## src/rtl/default_block_pkg.sv

```systemverilog
// Shared constants for the multi-channel default-block register file:
// block identity, the global register map, per-channel layout and the read default.
package default_block_pkg;

  localparam logic [15:0] BLK_ID  = 16'h0002;
  localparam logic [15:0] BLK_VER = 16'h0003;

  // Global register word addresses
  localparam logic [8:0] ADDR_ID       = 9'h000;
  localparam logic [8:0] ADDR_CONTROL  = 9'h001;
  localparam logic [8:0] ADDR_STATUS   = 9'h002;
  localparam logic [8:0] ADDR_IRQ_MASK = 9'h003;
  localparam logic [8:0] ADDR_IDX_HI   = 9'h004;
  localparam logic [8:0] ADDR_IDX_LO   = 9'h005;
  localparam logic [8:0] ADDR_ADC_LO   = 9'h006;
  localparam logic [8:0] ADDR_ADC_HI   = 9'h007;

  // Per-channel window: CH_BASE + CH_STRIDE*ch, offset in the low 3 address bits
  localparam logic [8:0] CH_BASE   = 9'h020;
  localparam int         CH_STRIDE = 8;

  typedef enum logic [2:0] {
    CH_RATIO  = 3'd0,
    CH_MASK   = 3'd1,
    CH_CORR   = 3'd2,
    CH_COUNT  = 3'd3,
    CH_FRESET = 3'd4
  } ch_reg_e;

  localparam logic [31:0] DEFAULT_RDATA = 32'hdeadbeef;
  localparam logic [4:0]  CONTROL_RST   = 5'b11110;

  // Base word address of channel ch's register window
  function automatic logic [8:0] ch_base(input int ch);
    return 9'(int'(CH_BASE) + ch * CH_STRIDE);
  endfunction

endpackage

```

## src/rtl/block_regs_channel.sv

```systemverilog
// One channel's register window: decimation ratio, filter mask, correction
// enable/coefficient, saturating overflow counter and filter-reset pulse.
module block_regs_channel
  import default_block_pkg::*;
#(
  parameter int CH      = 0,
  parameter int CNT_W   = 16,
  parameter int RATIO_W = 32
) (
  input  logic               clk,
  input  logic               rst,
  input  logic               wreq,
  input  logic [8:0]         waddr,
  input  logic [31:0]        wdata,
  input  logic               rreq,
  input  logic [8:0]         raddr,
  input  logic               overflow,
  output logic [RATIO_W-1:0] ratio,
  output logic [2:0]         filter_mask,
  output logic               corr_enable,
  output logic [15:0]        corr_coeff,
  output logic               filter_reset,
  output logic [31:0]        rdata,
  output logic               hit
);

  localparam logic [8:0] BASE = ch_base(CH);

  logic    wr_sel;
  logic    rd_sel;
  ch_reg_e wr_off;
  ch_reg_e rd_off;
  logic    cnt_clear;
  logic [CNT_W-1:0] count;

  assign wr_sel    = wreq && (waddr[8:3] == BASE[8:3]);
  assign rd_sel    = raddr[8:3] == BASE[8:3];
  assign wr_off    = ch_reg_e'(waddr[2:0]);
  assign rd_off    = ch_reg_e'(raddr[2:0]);
  assign cnt_clear = rreq && rd_sel && (rd_off == CH_COUNT);

  // Config registers and the one-cycle filter-reset strobe
  always_ff @(posedge clk or posedge rst) begin
    // NOTE: every register here is a flop with a defined reset value; there is no RAM, so nothing is left unreset.
    if (rst) begin
      ratio        <= '0;
      filter_mask  <= '0;
      corr_enable  <= 1'b0;
      corr_coeff   <= '0;
      filter_reset <= 1'b0;
    end else begin
      // NOTE: non-blocking assignments so every flop samples pre-edge values regardless of statement order.
      filter_reset <= 1'b0;
      if (wr_sel) begin
        case (wr_off)
          CH_RATIO:  ratio <= wdata[RATIO_W-1:0];
          CH_MASK:   filter_mask <= wdata[2:0];
          CH_CORR: begin
            corr_enable <= wdata[16];
            corr_coeff  <= wdata[15:0];
          end
          CH_FRESET: filter_reset <= wdata[0];
          default: ;
        endcase
      end
    end
  end

  // Saturating overflow counter; a read-clear coinciding with an event restarts at 1
  always_ff @(posedge clk or posedge rst) begin
    if (rst) begin
      count <= '0;
    end else if (cnt_clear) begin
      count <= overflow ? CNT_W'(1) : '0;
    end else if (overflow && (count != '1)) begin
      count <= count + 1'b1;
    end
  end

  // Read data for this window; offsets beyond the filter-reset register do not hit
  always_comb begin
    // NOTE: defaults first so every path assigns both outputs and no latch is inferred.
    rdata = '0;
    hit   = 1'b0;
    if (rd_sel) begin
      case (rd_off)
        CH_RATIO:  begin rdata = 32'(ratio);                       hit = 1'b1; end
        CH_MASK:   begin rdata = 32'(filter_mask);                 hit = 1'b1; end
        CH_CORR:   begin rdata = 32'({corr_enable, corr_coeff});   hit = 1'b1; end
        CH_COUNT:  begin rdata = 32'(count);                       hit = 1'b1; end
        CH_FRESET: begin rdata = '0;                               hit = 1'b1; end
        default: ;
      endcase
    end
  end

endmodule

```

## src/rtl/multi_channel_block_regs.sv

```systemverilog
// Up-bus register slave for NUM_CH ADC channels: global control, sticky
// status with masked interrupt, tear-free wide sample-index access and the
// read-data mux over the per-channel windows.
module multi_channel_block_regs
  import default_block_pkg::*;
#(
  parameter int NUM_CH  = 2,
  parameter int IDX_W   = 56,
  parameter int CNT_W   = 16,
  parameter int RATIO_W = 32
) (
  input  logic                      user_clk,
  input  logic                      user_rst,
  input  logic                      up_wreq,
  input  logic [8:0]                up_waddr,
  input  logic [31:0]               up_wdata,
  output logic                      up_wack,
  input  logic                      up_rreq,
  input  logic [8:0]                up_raddr,
  output logic [31:0]               up_rdata,
  output logic                      up_rack,
  input  logic [NUM_CH-1:0]         ch_overflow,
  input  logic                      dac_underflow,
  input  logic [IDX_W-1:0]          status_sample_idx_adc,
  output logic [4:0]                cfg_control,
  output logic [IDX_W-1:0]          cfg_sample_idx,
  output logic                      cfg_sample_idx_updated,
  output logic [NUM_CH*RATIO_W-1:0] cfg_ch_decimation_ratio,
  output logic [NUM_CH*3-1:0]       cfg_ch_filter_mask,
  output logic [NUM_CH-1:0]         cfg_ch_corr_enable,
  output logic [NUM_CH*16-1:0]      cfg_ch_corr_coeff,
  output logic [NUM_CH-1:0]         cfg_ch_filter_reset,
  output logic                      irq
);

  localparam int HI_W = IDX_W - 32;
  localparam int ST_W = NUM_CH + 1;

  logic [HI_W-1:0]   idx_staging;
  logic [HI_W-1:0]   adc_shadow;
  logic [ST_W-1:0]   status;
  logic [ST_W-1:0]   irq_mask;
  logic [ST_W-1:0]   status_clr;
  logic [ST_W-1:0]   status_set;
  logic [NUM_CH-1:0] ch_hit;
  logic [31:0]       ch_rdata [NUM_CH];
  logic [31:0]       global_rdata;
  logic [31:0]       rdata_next;

  // Per-channel register windows
  for (genvar c = 0; c < NUM_CH; c++) begin : g_ch
    block_regs_channel #(
      .CH      (c),
      .CNT_W   (CNT_W),
      .RATIO_W (RATIO_W)
    ) u_channel (
      .clk          (user_clk),
      .rst          (user_rst),
      .wreq         (up_wreq),
      .waddr        (up_waddr),
      .wdata        (up_wdata),
      .rreq         (up_rreq),
      .raddr        (up_raddr),
      .overflow     (ch_overflow[c]),
      .ratio        (cfg_ch_decimation_ratio[c*RATIO_W +: RATIO_W]),
      .filter_mask  (cfg_ch_filter_mask[c*3 +: 3]),
      .corr_enable  (cfg_ch_corr_enable[c]),
      .corr_coeff   (cfg_ch_corr_coeff[c*16 +: 16]),
      .filter_reset (cfg_ch_filter_reset[c]),
      .rdata        (ch_rdata[c]),
      .hit          (ch_hit[c])
    );
  end

  // Global writable registers and the sample-index commit strobe
  always_ff @(posedge user_clk or posedge user_rst) begin
    if (user_rst) begin
      up_wack                <= 1'b0;
      cfg_control            <= CONTROL_RST;
      irq_mask               <= '0;
      idx_staging            <= '0;
      cfg_sample_idx         <= '0;
      cfg_sample_idx_updated <= 1'b0;
    end else begin
      up_wack                <= up_wreq;
      cfg_sample_idx_updated <= 1'b0;
      if (up_wreq) begin
        case (up_waddr)
          ADDR_CONTROL:  cfg_control <= up_wdata[4:0];
          ADDR_IRQ_MASK: irq_mask    <= up_wdata[ST_W-1:0];
          ADDR_IDX_HI:   idx_staging <= up_wdata[HI_W-1:0];
          ADDR_IDX_LO: begin
            cfg_sample_idx         <= {idx_staging, up_wdata};
            cfg_sample_idx_updated <= 1'b1;
          end
          default: ;
        endcase
      end
    end
  end

  // Status clear sources: read-clear of the whole word plus W1C write bits
  always_comb begin
    status_clr = '0;
    if (up_rreq && (up_raddr == ADDR_STATUS)) status_clr = '1;
    if (up_wreq && (up_waddr == ADDR_STATUS)) status_clr = status_clr | up_wdata[ST_W-1:0];
  end

  assign status_set = {dac_underflow, ch_overflow};

  // Sticky status (set wins over clear) and the registered interrupt
  always_ff @(posedge user_clk or posedge user_rst) begin
    if (user_rst) begin
      status <= '0;
      irq    <= 1'b0;
    end else begin
      status <= (status & ~status_clr) | status_set;
      irq    <= |(status & irq_mask);
    end
  end

  // Read mux: channel windows take precedence, then the global map, else the default
  always_comb begin
    global_rdata = DEFAULT_RDATA;
    case (up_raddr)
      ADDR_ID:       global_rdata = {BLK_ID, BLK_VER};
      ADDR_CONTROL:  global_rdata = 32'(cfg_control);
      ADDR_STATUS:   global_rdata = 32'(status);
      ADDR_IRQ_MASK: global_rdata = 32'(irq_mask);
      ADDR_IDX_HI:   global_rdata = 32'(cfg_sample_idx[IDX_W-1:32]);
      ADDR_IDX_LO:   global_rdata = cfg_sample_idx[31:0];
      ADDR_ADC_LO:   global_rdata = status_sample_idx_adc[31:0];
      ADDR_ADC_HI:   global_rdata = 32'(adc_shadow);
      default: ;
    endcase
    rdata_next = global_rdata;
    for (int c = 0; c < NUM_CH; c++) begin
      if (ch_hit[c]) rdata_next = ch_rdata[c];
    end
  end

  // Read response: data captured with the ack and held until the next read;
  // reading the ADC low word snapshots the high part for a tear-free pair
  always_ff @(posedge user_clk or posedge user_rst) begin
    if (user_rst) begin
      up_rack    <= 1'b0;
      up_rdata   <= '0;
      adc_shadow <= '0;
    end else begin
      up_rack <= up_rreq;
      if (up_rreq) begin
        up_rdata <= rdata_next;
        if (up_raddr == ADDR_ADC_LO) adc_shadow <= status_sample_idx_adc[IDX_W-1:32];
      end
    end
  end

endmodule

```

## config.mk

```make
export PLATFORM = sky130hd
export DESIGN_NAME = multi_channel_block_regs
export DESIGN_NICKNAME = d
export VERILOG_FILES = /design/src/rtl/default_block_pkg.sv /design/src/rtl/block_regs_channel.sv /design/src/rtl/multi_channel_block_regs.sv
export SDC_FILE = /design/constraint.sdc
export NUM_CORES = 1
export LEC_CHECK = 0
export CAP_MARGIN = 20
export CORE_UTILIZATION = 46
export CTS_CLUSTER_DIAMETER = 120
export DETAILED_ROUTE_END_ITERATION = 8
export PLACE_DENSITY = 0.77
export SETUP_SLACK_MARGIN = 0.05
export SYNTH_ARGS = -nofsm -noshare
export SYNTH_HDL_FRONTEND = slang
export SYNTH_SLANG_ARGS = --single-unit
export TNS_END_PERCENT = 10
```

## constraint.sdc

```tcl
create_clock -name user_clk -period 14.9 [get_ports user_clk]
set_clock_uncertainty 0.2 [all_clocks]
set_input_delay 4.47 -clock user_clk [delete_from_list [all_inputs] [get_ports user_clk]]
set_output_delay 4.47 -clock user_clk [all_outputs]
set_load 0.005 [all_outputs]
```

==> impl_metrics.ini <==
[setup_path]
critical-path-max-stage-delay_ns = 0.60
path_delay_family = simple AND/OR/NAND/NOR gates
reg2reg_setup_slack_ns = 12.40
critPathKind = input pin to flip-flop
timing.critical_path.buf_inv = 2
crit_path_start_kind = input pin
crit_arrival_ns = 7.66
critPathMaxFanout = 22
timing.critical_path.slowest_stage_cell = sky130_fd_sc_hd__or3b_2
cp-end-kind = flip-flop
timing.critical_path.required_ns = 15.14
worstPathCellList = clkdlybuf4s50_1 > nor4_1 > nand3_1 > or3b_2 > nor3_4 > buf_4 > mux2_2

[power]
total_leakage_power_nw = 7.971
peakVddDrop_mv = 0.09835
pwr_density_cell_mw_per_mm2 = 100.3

[global_routing]
globalRoute.totalOverflow = 0
grt_usage = 0.2729
largest_net_degree_at_the_start_of_global_routing = 159
grt_first_pass_wirelength_um = 63730
antenna_found_initial = 2
grt_pass1_vias = 10570

[sta]
drv_slew = 0
worst_slew_margin_relative_to_its_limit = 0.2633
unrepaired_setup_endpoints_after_global_routing = no
worst_slew_pin_slew_ns = 1.096
finalSetupViolations = 0
final_period_minus_worst_setup_slack_ns = 7.423
totalNegativeSetupSlack_ns = 0
final_min_period_over_clock_period = 0.4982
fmax_ghz = 0.1347
count_of_final_hold_check_violations = 0

[finish]
postLayoutCoreUtil = 0.6268
areaGrowthSynthToFinish_pct = 32.69
fin_nets = 1482
drive_gt1_frac = 0.2403
final_cell_count_no_fill = 1776

[die]
fp.dieW_um = 174.4
core_area_mm2 = 0.02894
fp.dieH_um = 174.4
start_util = 0.4724
floorplan.die_area_mm2 = 0.03041
rows = 62
num_io_pins = 316

[synthesis]
post-synth-top-area-fraction = 0.5218
synth-seq-area-share = 0.5295
syn-mean-instance-area_um2 = 12.70
ys_top_cells_by_area = sky130_fd_sc_hd__dfrtp_1 (52%), sky130_fd_sc_hd__mux2_2 (16%), sky130_fd_sc_hd__mux4_2 (4.8%)
synth_largest_area_cell = sky130_fd_sc_hd__dfrtp_1
synthesis.instances = 1076
async_reset_ff_frac = 1.000
synth_seq_cells = 289
yosys-top-cells-count = sky130_fd_sc_hd__dfrtp_1 (285), sky130_fd_sc_hd__mux2_2 (198), sky130_fd_sc_hd__nand2_1 (61)
synth_warnings = 0
synth-edff-count = 0
synthesis.area_mm2 = 0.01367
synthesis.nets = 1191
synth_most_common_cell = sky130_fd_sc_hd__dfrtp_1
synth.distinct_cells = 66
ys_dominant_reg_cell = sky130_fd_sc_hd__dfrtp_1

[cts]
cts-root-buf = sky130_fd_sc_hd__clkbuf_16
htree_levels = 1
tritoncts = yes
numClockSinks = 289
post-cts-setup-buffers = 0
cts_buffers = 31
clock_path_buffers = 3
clkSlewWorstSetupHoldPaths_ns = 0.06
post_cts_hold_buffer_count = 0
clock_latency_ns = 0.56
postCtsResizedCells = 0

[drt]
post-route-drc-count = 0
detail_route.wl_per_cell_um = 23.28
drtIter0Drc = 722
route.detailed.vias_per_inst = 5.860
final_antenna_violating_net_count = 0
route.vias.total = 10410
first_pass_iters = 4
detailed_route_wl_um = 41340

[flow_run]
maxCapViolations = 0

[placement]
port_buffers = 315
globalplace.congestion = 0.8806
post-place-cells = 1717
dp_hpwl_um = 28640

[run_status]
status = completed

[hold_path]
timing.hold.worst.class = flip-flop to flip-flop
layout by cell type (no fill, tap or decap), drive strengths merged, types with 4 or more instances in the layout:
cell type,instances
nand3,40
dfstp,4
a22o,9
clkdlybuf4s50,310
a21oi,35
nor2b,12
and3,8
nand2,61
buf,22
xor2,6
a31oi,12
mux2i,37
or3,5
nor4,12
o211ai,20
xnor2,12
dfrtp,285
nor2,50
nor3,22
mux4,29
a221oi,5
mux2,218
nand4,12
clkbuf,48
nand2b,7
inv,9
nor4b,5
o21ai,32
a22oi,4
routing by layer:
layer  global-route usage  wire [um]  vias up
li1                     -          -     4572
met1               0.3687      17200     5296
met2               0.4374      19470      454
met3              0.05468       3145       86
met4              0.09686       1531        0
met5                    0          0        -
power breakdown:
part	internal, mW	switching, mW	leakage [nW]	total (mW)
Combinational	0.104	0.0953	3.61	0.200
Clock	0.451	0.310	0.489	0.761
Sequential	0.820	0.0385	3.87	0.859
worst paths after layout:
kind	from	end	depth (start not counted)
min reg2reg	up_rdata[16]	up_rdata[16]	1
min	up_rdata[16]	up_rdata[16]	1
max reg2reg	g_ch[0].u_channel.count[0]	g_ch[0].u_channel.count[6]	6
max in group asynchronous	user_rst	g_ch[0].u_channel.count[13]	3
max	up_waddr[4]	g_ch[1].u_channel.ratio[13]	7
min in group asynchronous	user_rst	cfg_sample_idx[32]	2
kinds of logic (layout without fill, tap and decap cells):
family / after synthesis / in the layout / synth area share
fa+ha+maj: 2 / 2 / 0.001831
simple gates: 252 / 252 / 0.09649
other cells: 0 / 2 / 0
xor+xnor: 18 / 18 / 0.01153
compound gates: 149 / 149 / 0.07177
flops: 289 / 289 / 0.5295
buf+inv: 82 / 396 / 0.02893
mux: 284 / 284 / 0.2600
flip-flops by register name, indices dropped and copies added (netlist names), 3 cells and up:
name                        flops
up_rdata                       32
idx_staging                    24
g_ch.u_channel.filter_mask      6
cfg_control                     5
adc_shadow                     24
g_ch.u_channel.corr_coeff      32
status                          3
irq_mask                        3
g_ch.u_channel.ratio           64
g_ch.u_channel.count           32
cfg_sample_idx                 56
stage by stage:
| stage | total power [mW] | instance area [um2] | hold WS [ns] | setup WS [ns] |
|---|---|---|---|---|
| final | 1.820 | 18140 | 0.2830 | 7.477 |
| after global routing | 1.883 | 18140 | 0.3160 | 7.293 |
| after CTS | 1.828 | 18100 | 0.2845 | 7.481 |
| after detailed placement | 1.070 | 17100 | 0.2702 | 6.908 |
| after global placement | 1.065 | 17090 | 0.2657 | 7.026 |
| after floorplan | 0.9583 | 13670 | 0.2683 | 2.259 |
area by class of cell:
| type | count | area (um2) |
|---|---|---|
| fill | 2300 | 10800 |
| sequential | 289 | 7237 |
| multi-input combinational | 705 | 6077 |
| timing repair buffer | 332 | 3291 |
| clock buffer | 48 | 909.6 |
| tap | 384 | 480.5 |
| clock inverter | 8 | 98.84 |
| inverter | 8 | 37.54 |
| antenna | 2 | 5.005 |
Power figures use the tool's default switching activity.
==> edit 1, RTL diff (same flow settings) <==
`IDX_W`: 56 -> 64.
--- a/src/rtl/multi_channel_block_regs.sv
+++ b/src/rtl/multi_channel_block_regs.sv
@@ -6,5 +6,5 @@
 #(
   parameter int NUM_CH  = 2,
-  parameter int IDX_W   = 56,
+  parameter int IDX_W   = 64,
   parameter int CNT_W   = 16,
   parameter int RATIO_W = 32
Interface: changed (resized cfg_sample_idx and status_sample_idx_adc); port bits go from 316 to 332. The function was not compared with the original's and may differ.
==> edit 1 against the original RTL <==
  * Sequential share of layout area decreased by 0.23 points
  * Cell count increased by 9.7%
  * Critical endpoint is now adc_shadow[15]$_DFFE_PP0P_
  * Cell area increased by 8.9%
  * Setup slack got worse by 0.56 ns
  * Largest cell class unchanged
  * Power increased by 10%
  * Clock power increased by 14%
  * Routed wire length increased by 8.7%
  * Area after synthesis increased by 9.6%
  * Sequential cell count increased by 24
==> edit 1: results (changes against the original RTL) <==
Status
  – Status: completed (unchanged)

Final layout
  – # nets final: 1607 (was 1482)
  – Layout cell share with drive strength beyond 1: 25.17% (was 24.03%)

Worst setup path
  – Worst EP arrival: 8.17 ns (was 7.66 ns)
  – Largest stage delay, worst path: 1.01 ns (was 0.60 ns)
  – Reg2reg setup slack: 12.30 ns (was 12.40 ns)
  – Slowest CP cell: nand4_4 (was or3b_2)
  – End of the critical path: adc_shadow[15]$_DFFE_PP0P_ (was g_ch[1].u_channel.ratio[13]$_DFFE_PP0P_)
  – Worst r2r src: g_ch[1].u_channel.count[0]$_DFFE_PP0P_ (was g_ch[0].u_channel.count[0]$_DFFE_PP0P_)

Synth
  – Synth top cells by count: dfrtp_1 (309), mux2_2 (214), nand2_1 (75) (was dfrtp_1 (285), mux2_2 (198), nand2_1 (61))
  – Area share of fa/ha/maj cells after synthesis: 0.1671% (was 0.1831%)
  – Netlist cell types: 62 (was 66)
  – Area contributors post-synth: dfrtp_1 (52%), mux2_2 (16%), mux4_2 (5.0%) (was dfrtp_1 (52%), mux2_2 (16%), mux4_2 (4.8%))
  – Net Count, Synth: 1303 (was 1191)
  – XOR/XNOR Fraction of Synth Area: 0.9942% (was 1.153%)
  – Multiplexer share of the synthesized area: 26.67% (was 26.00%)

Timing
  – PnR worst setup slack: 6.920 ns (was 7.477 ns)

GRT
  – Met1 Resource Use GR: 35.56% (was 36.87%)
  – GRT Util Overall: 27.09% (was 27.29%)
  – Grt met2 use: 44.09% (was 43.74%)
  – Initial antenna violation count: 3 (was 2)
  – Vias in the first global route: 11480 (was 10569)

Drt
  – WL/cell: 23.07 µm (was 23.28 µm)
  – Pre-antenna DRT Iters: 7 (was 4)
  – 1st-iter DRT viols: 884 (was 722)

Placement
  – GP Congestion: 0.8592 (was 0.8806)
  – Pre-CTS WS: 6.411 ns (was 6.908 ns)
  – Input/output buffers: 331 (was 315)
  – Dpl cell area: 18520 µm² (was 17100 µm²)

Clocking
  – CTS H-tree depth: 2 (was 1)
  – CTS Buf Count: 35 (was 31)

Power
  – Pleak: 8.757 nW (was 7.971 nW)
==> edit 1: power by group <==
group	switching (W)	total, W	internal [W]
sequential	0.0000402	0.000927	0.000887
combinational	0.000102	0.000210	0.000108
clock	0.000357	0.000867	0.000509
==> edit 1: metal layers <==
metal  share of wire (%)  routed length [µm]  vias up
met4                 3.8                1702        0
met3                 7.3                3285       99
met1                  41               18520     5772
li1                    -                   -     4940
met5                   0                   0        -
met2                  48               21440      503
==> edit 1: final cells by class <==
cell class | count | area [µm²] | area share, %
diodes | 3 | 7.507 | 0.03800
clock buffers | 49 | 998.5 | 5.054
clock inverters | 14 | 167.7 | 0.8487
inverters | 8 | 37.54 | 0.1900
multi-input cells | 777 | 6681 | 33.82
flip-flops and latches | 313 | 7838 | 39.67
well taps | 435 | 544.3 | 2.755
repair buffers | 349 | 3481 | 17.62
==> edit 1: worst min-delay path by stage <==
stage / startpoint / end / slack, ns / cells after the start
final: idx_staging[8]$_DFFE_PP0P_ / cfg_sample_idx[40]$_DFFE_PP0P_ / 0.28 / 1
after global routing: idx_staging[1]$_DFFE_PP0P_ / idx_staging[1]$_DFFE_PP0P_ / 0.31 / 1
after CTS: idx_staging[8]$_DFFE_PP0P_ / cfg_sample_idx[40]$_DFFE_PP0P_ / 0.28 / 1
after detailed placement: idx_staging[26]$_DFFE_PP0P_ / cfg_sample_idx[58]$_DFFE_PP0P_ / 0.29 / 1
after global placement: idx_staging[23]$_DFFE_PP0P_ / cfg_sample_idx[55]$_DFFE_PP0P_ / 0.28 / 1
after floorplan: irq_mask[0]$_DFFE_PP0P_ / irq$_DFF_PP0_ / 0.27 / 2
==> edit 2, RTL diff (config.mk and constraints unchanged) <==
Without the edit above. Make the reset (`rst` and `user_rst`) synchronous in 5 clocked blocks.
--- a/src/rtl/block_regs_channel.sv
+++ b/src/rtl/block_regs_channel.sv
@@ -41,5 +41,5 @@
 
   // Config registers and the one-cycle filter-reset strobe
-  always_ff @(posedge clk or posedge rst) begin
+  always_ff @(posedge clk) begin
     // NOTE: every register here is a flop with a defined reset value; there is no RAM, so nothing is left unreset.
     if (rst) begin
@@ -68,5 +68,5 @@
 
   // Saturating overflow counter; a read-clear coinciding with an event restarts at 1
-  always_ff @(posedge clk or posedge rst) begin
+  always_ff @(posedge clk) begin
     if (rst) begin
       count <= '0;
--- a/src/rtl/multi_channel_block_regs.sv
+++ b/src/rtl/multi_channel_block_regs.sv
@@ -74,5 +74,5 @@
 
   // Global writable registers and the sample-index commit strobe
-  always_ff @(posedge user_clk or posedge user_rst) begin
+  always_ff @(posedge user_clk) begin
     if (user_rst) begin
       up_wack                <= 1'b0;
@@ -110,5 +110,5 @@
 
   // Sticky status (set wins over clear) and the registered interrupt
-  always_ff @(posedge user_clk or posedge user_rst) begin
+  always_ff @(posedge user_clk) begin
     if (user_rst) begin
       status <= '0;
@@ -142,5 +142,5 @@
   // Read response: data captured with the ack and held until the next read;
   // reading the ADC low word snapshots the high part for a tear-free pair
-  always_ff @(posedge user_clk or posedge user_rst) begin
+  always_ff @(posedge user_clk) begin
     if (user_rst) begin
       up_rack    <= 1'b0;
Behaviour: differs if user_rst is asserted again (counterexample within 4 cycles, from zero or initial values and one cycle with user_rst high); with user_rst held inactive, the same outputs for 4 cycles.
==> edit 2 against the original RTL <==
  * Power shrank 8.1%
  * Routed wire length grew 12%
  * Area after synthesis shrank 5.9%
  * Sequential cell count is the same
  * Non-clock buffer count grew 3
  * Cell area shrank 5.7%
  * Setup slack gained 0.40 ns
  * Synthesized cell count grew 51%
  * Critical path type unchanged
==> edit 2: results (changes against the original RTL) <==
GRT
  – Initial antenna violation count: 0 (was 2)
  – Pin count of the biggest net entering global routing: 104 (was 159)
  – GRT Util Overall: 31.32% (was 27.29%)

Drt
  – Pre-antenna DRT Iters: 6 (was 4)
  – Wirelength, routed: 46420 µm (was 41340 µm)
  – 1st-iter DRT viols: 1554 (was 722)

Power
  – Pleak: 5.611 nW (was 7.971 nW)
  – Worst VDD drop: 0.00007095 V (was 0.00009835 V)

Worst setup path
  – Worst r2r src: g_ch[0].u_channel.count[7]$_SDFFE_PP0P_ (was g_ch[0].u_channel.count[0]$_DFFE_PP0P_)
  – Worst r2r dst: g_ch[0].u_channel.count[9]$_SDFFE_PP0P_ (was g_ch[0].u_channel.count[6]$_DFFE_PP0P_)
  – Worst EP arrival: 7.29 ns (was 7.66 ns)
  – Reg2reg setup slack: 12.48 ns (was 12.40 ns)
  – Crit path max fanout: 61 (was 22)

Synth
  – Cells after Synth: 1620 (was 1076)
  – Netlist cell types: 61 (was 66)
  – Net Count, Synth: 1735 (was 1191)
  – Area contributors post-synth: dfxtp_1 (45%), nand2_1 (14%), a21oi_1 (8.6%) (was dfrtp_1 (52%), mux2_2 (16%), mux4_2 (4.8%))

Placement
  – Post-Place Cells: 2198 (was 1717)
  – Pre-CTS WS: 7.313 ns (was 6.908 ns)
  – GP Congestion: 0.9140 (was 0.8806)

Timing
  – Min cycle time layout: 7.024 ns (was 7.423 ns)
  – Rel. slew slack: 18.33% (was 26.33%)

Final layout
  – Non-filler cells, final: 2254 (was 1776)
  – Fill cell count: 2409 (was 2300)

Min path
  – Worst hold start: adc_shadow[8]$_SDFFE_PP0P_ (was up_rdata[16]$_DFFE_PP0P_)

Status
  – Status: completed (unchanged)

Clocking
  – CTS Buf Count: 30 (was 31)
==> edit 2: layout make-up <==
| cell class | count | share of cell area, % |
|---|---|---|
| multi-input cells | 1193 | 38.15 |
| flip-flops and latches | 289 | 33.81 |
| repair buffers | 335 | 19.31 |
| clock buffers | 47 | 5.236 |
| well taps | 372 | 2.720 |
| clock inverters | 6 | 0.5046 |
| inverters | 12 | 0.2633 |
==> edit 2: kinds of logic after synthesis <==
logic type	synth area share (%)
adders and majority gates	0.1946
DFF	45.00
buffers and inverters	4.516
AOI/OAI and AO/OA	18.55
and+or+nand+nor	23.12
xor gates and xnor gates	1.294
muxes	7.319
==> edit 2: power breakdown <==
| part | switching (W) | internal (W) | total (W) |
|---|---|---|---|
| Sequential | 0.00000766 | 0.000781 | 0.000789 |
| Combinational | 0.0000681 | 0.0000578 | 0.000126 |
| Clock | 0.000313 | 0.000444 | 0.000757 |
==> edit 2: routing by layer <==
metal	GRT usage (%)	routed length, µm
met5	0	0
met4	11.28	1569
met3	7.509	4585
met2	48.56	20900
met1	42.39	19370
==> edit 2: worst min-delay path by stage <==
stage                                       to  slack [ns]  cells past startpoint
2_1_floorplan       adc_shadow[4]$_SDFFE_PP0P_        0.23                      2
3_3_place_gp       adc_shadow[18]$_SDFFE_PP0P_        0.24                      2
3_5_place_dp      idx_staging[23]$_SDFFE_PP0P_        0.24                      2
4_1_cts             adc_shadow[8]$_SDFFE_PP0P_        0.25                      2
5_1_grt        cfg_sample_idx[55]$_SDFFE_PP0P_        0.27                      2
6_report            adc_shadow[8]$_SDFFE_PP0P_        0.25                      2
==> edit 2: critical path, stage by stage <==
cell	delay [ns]
buf_4	0.38
buf_4	0.86
and2_1	0.85
a2bb2oi_1	0.17
o22ai_1	0.19
nand2b_1	0.08
a311oi_1	0.23
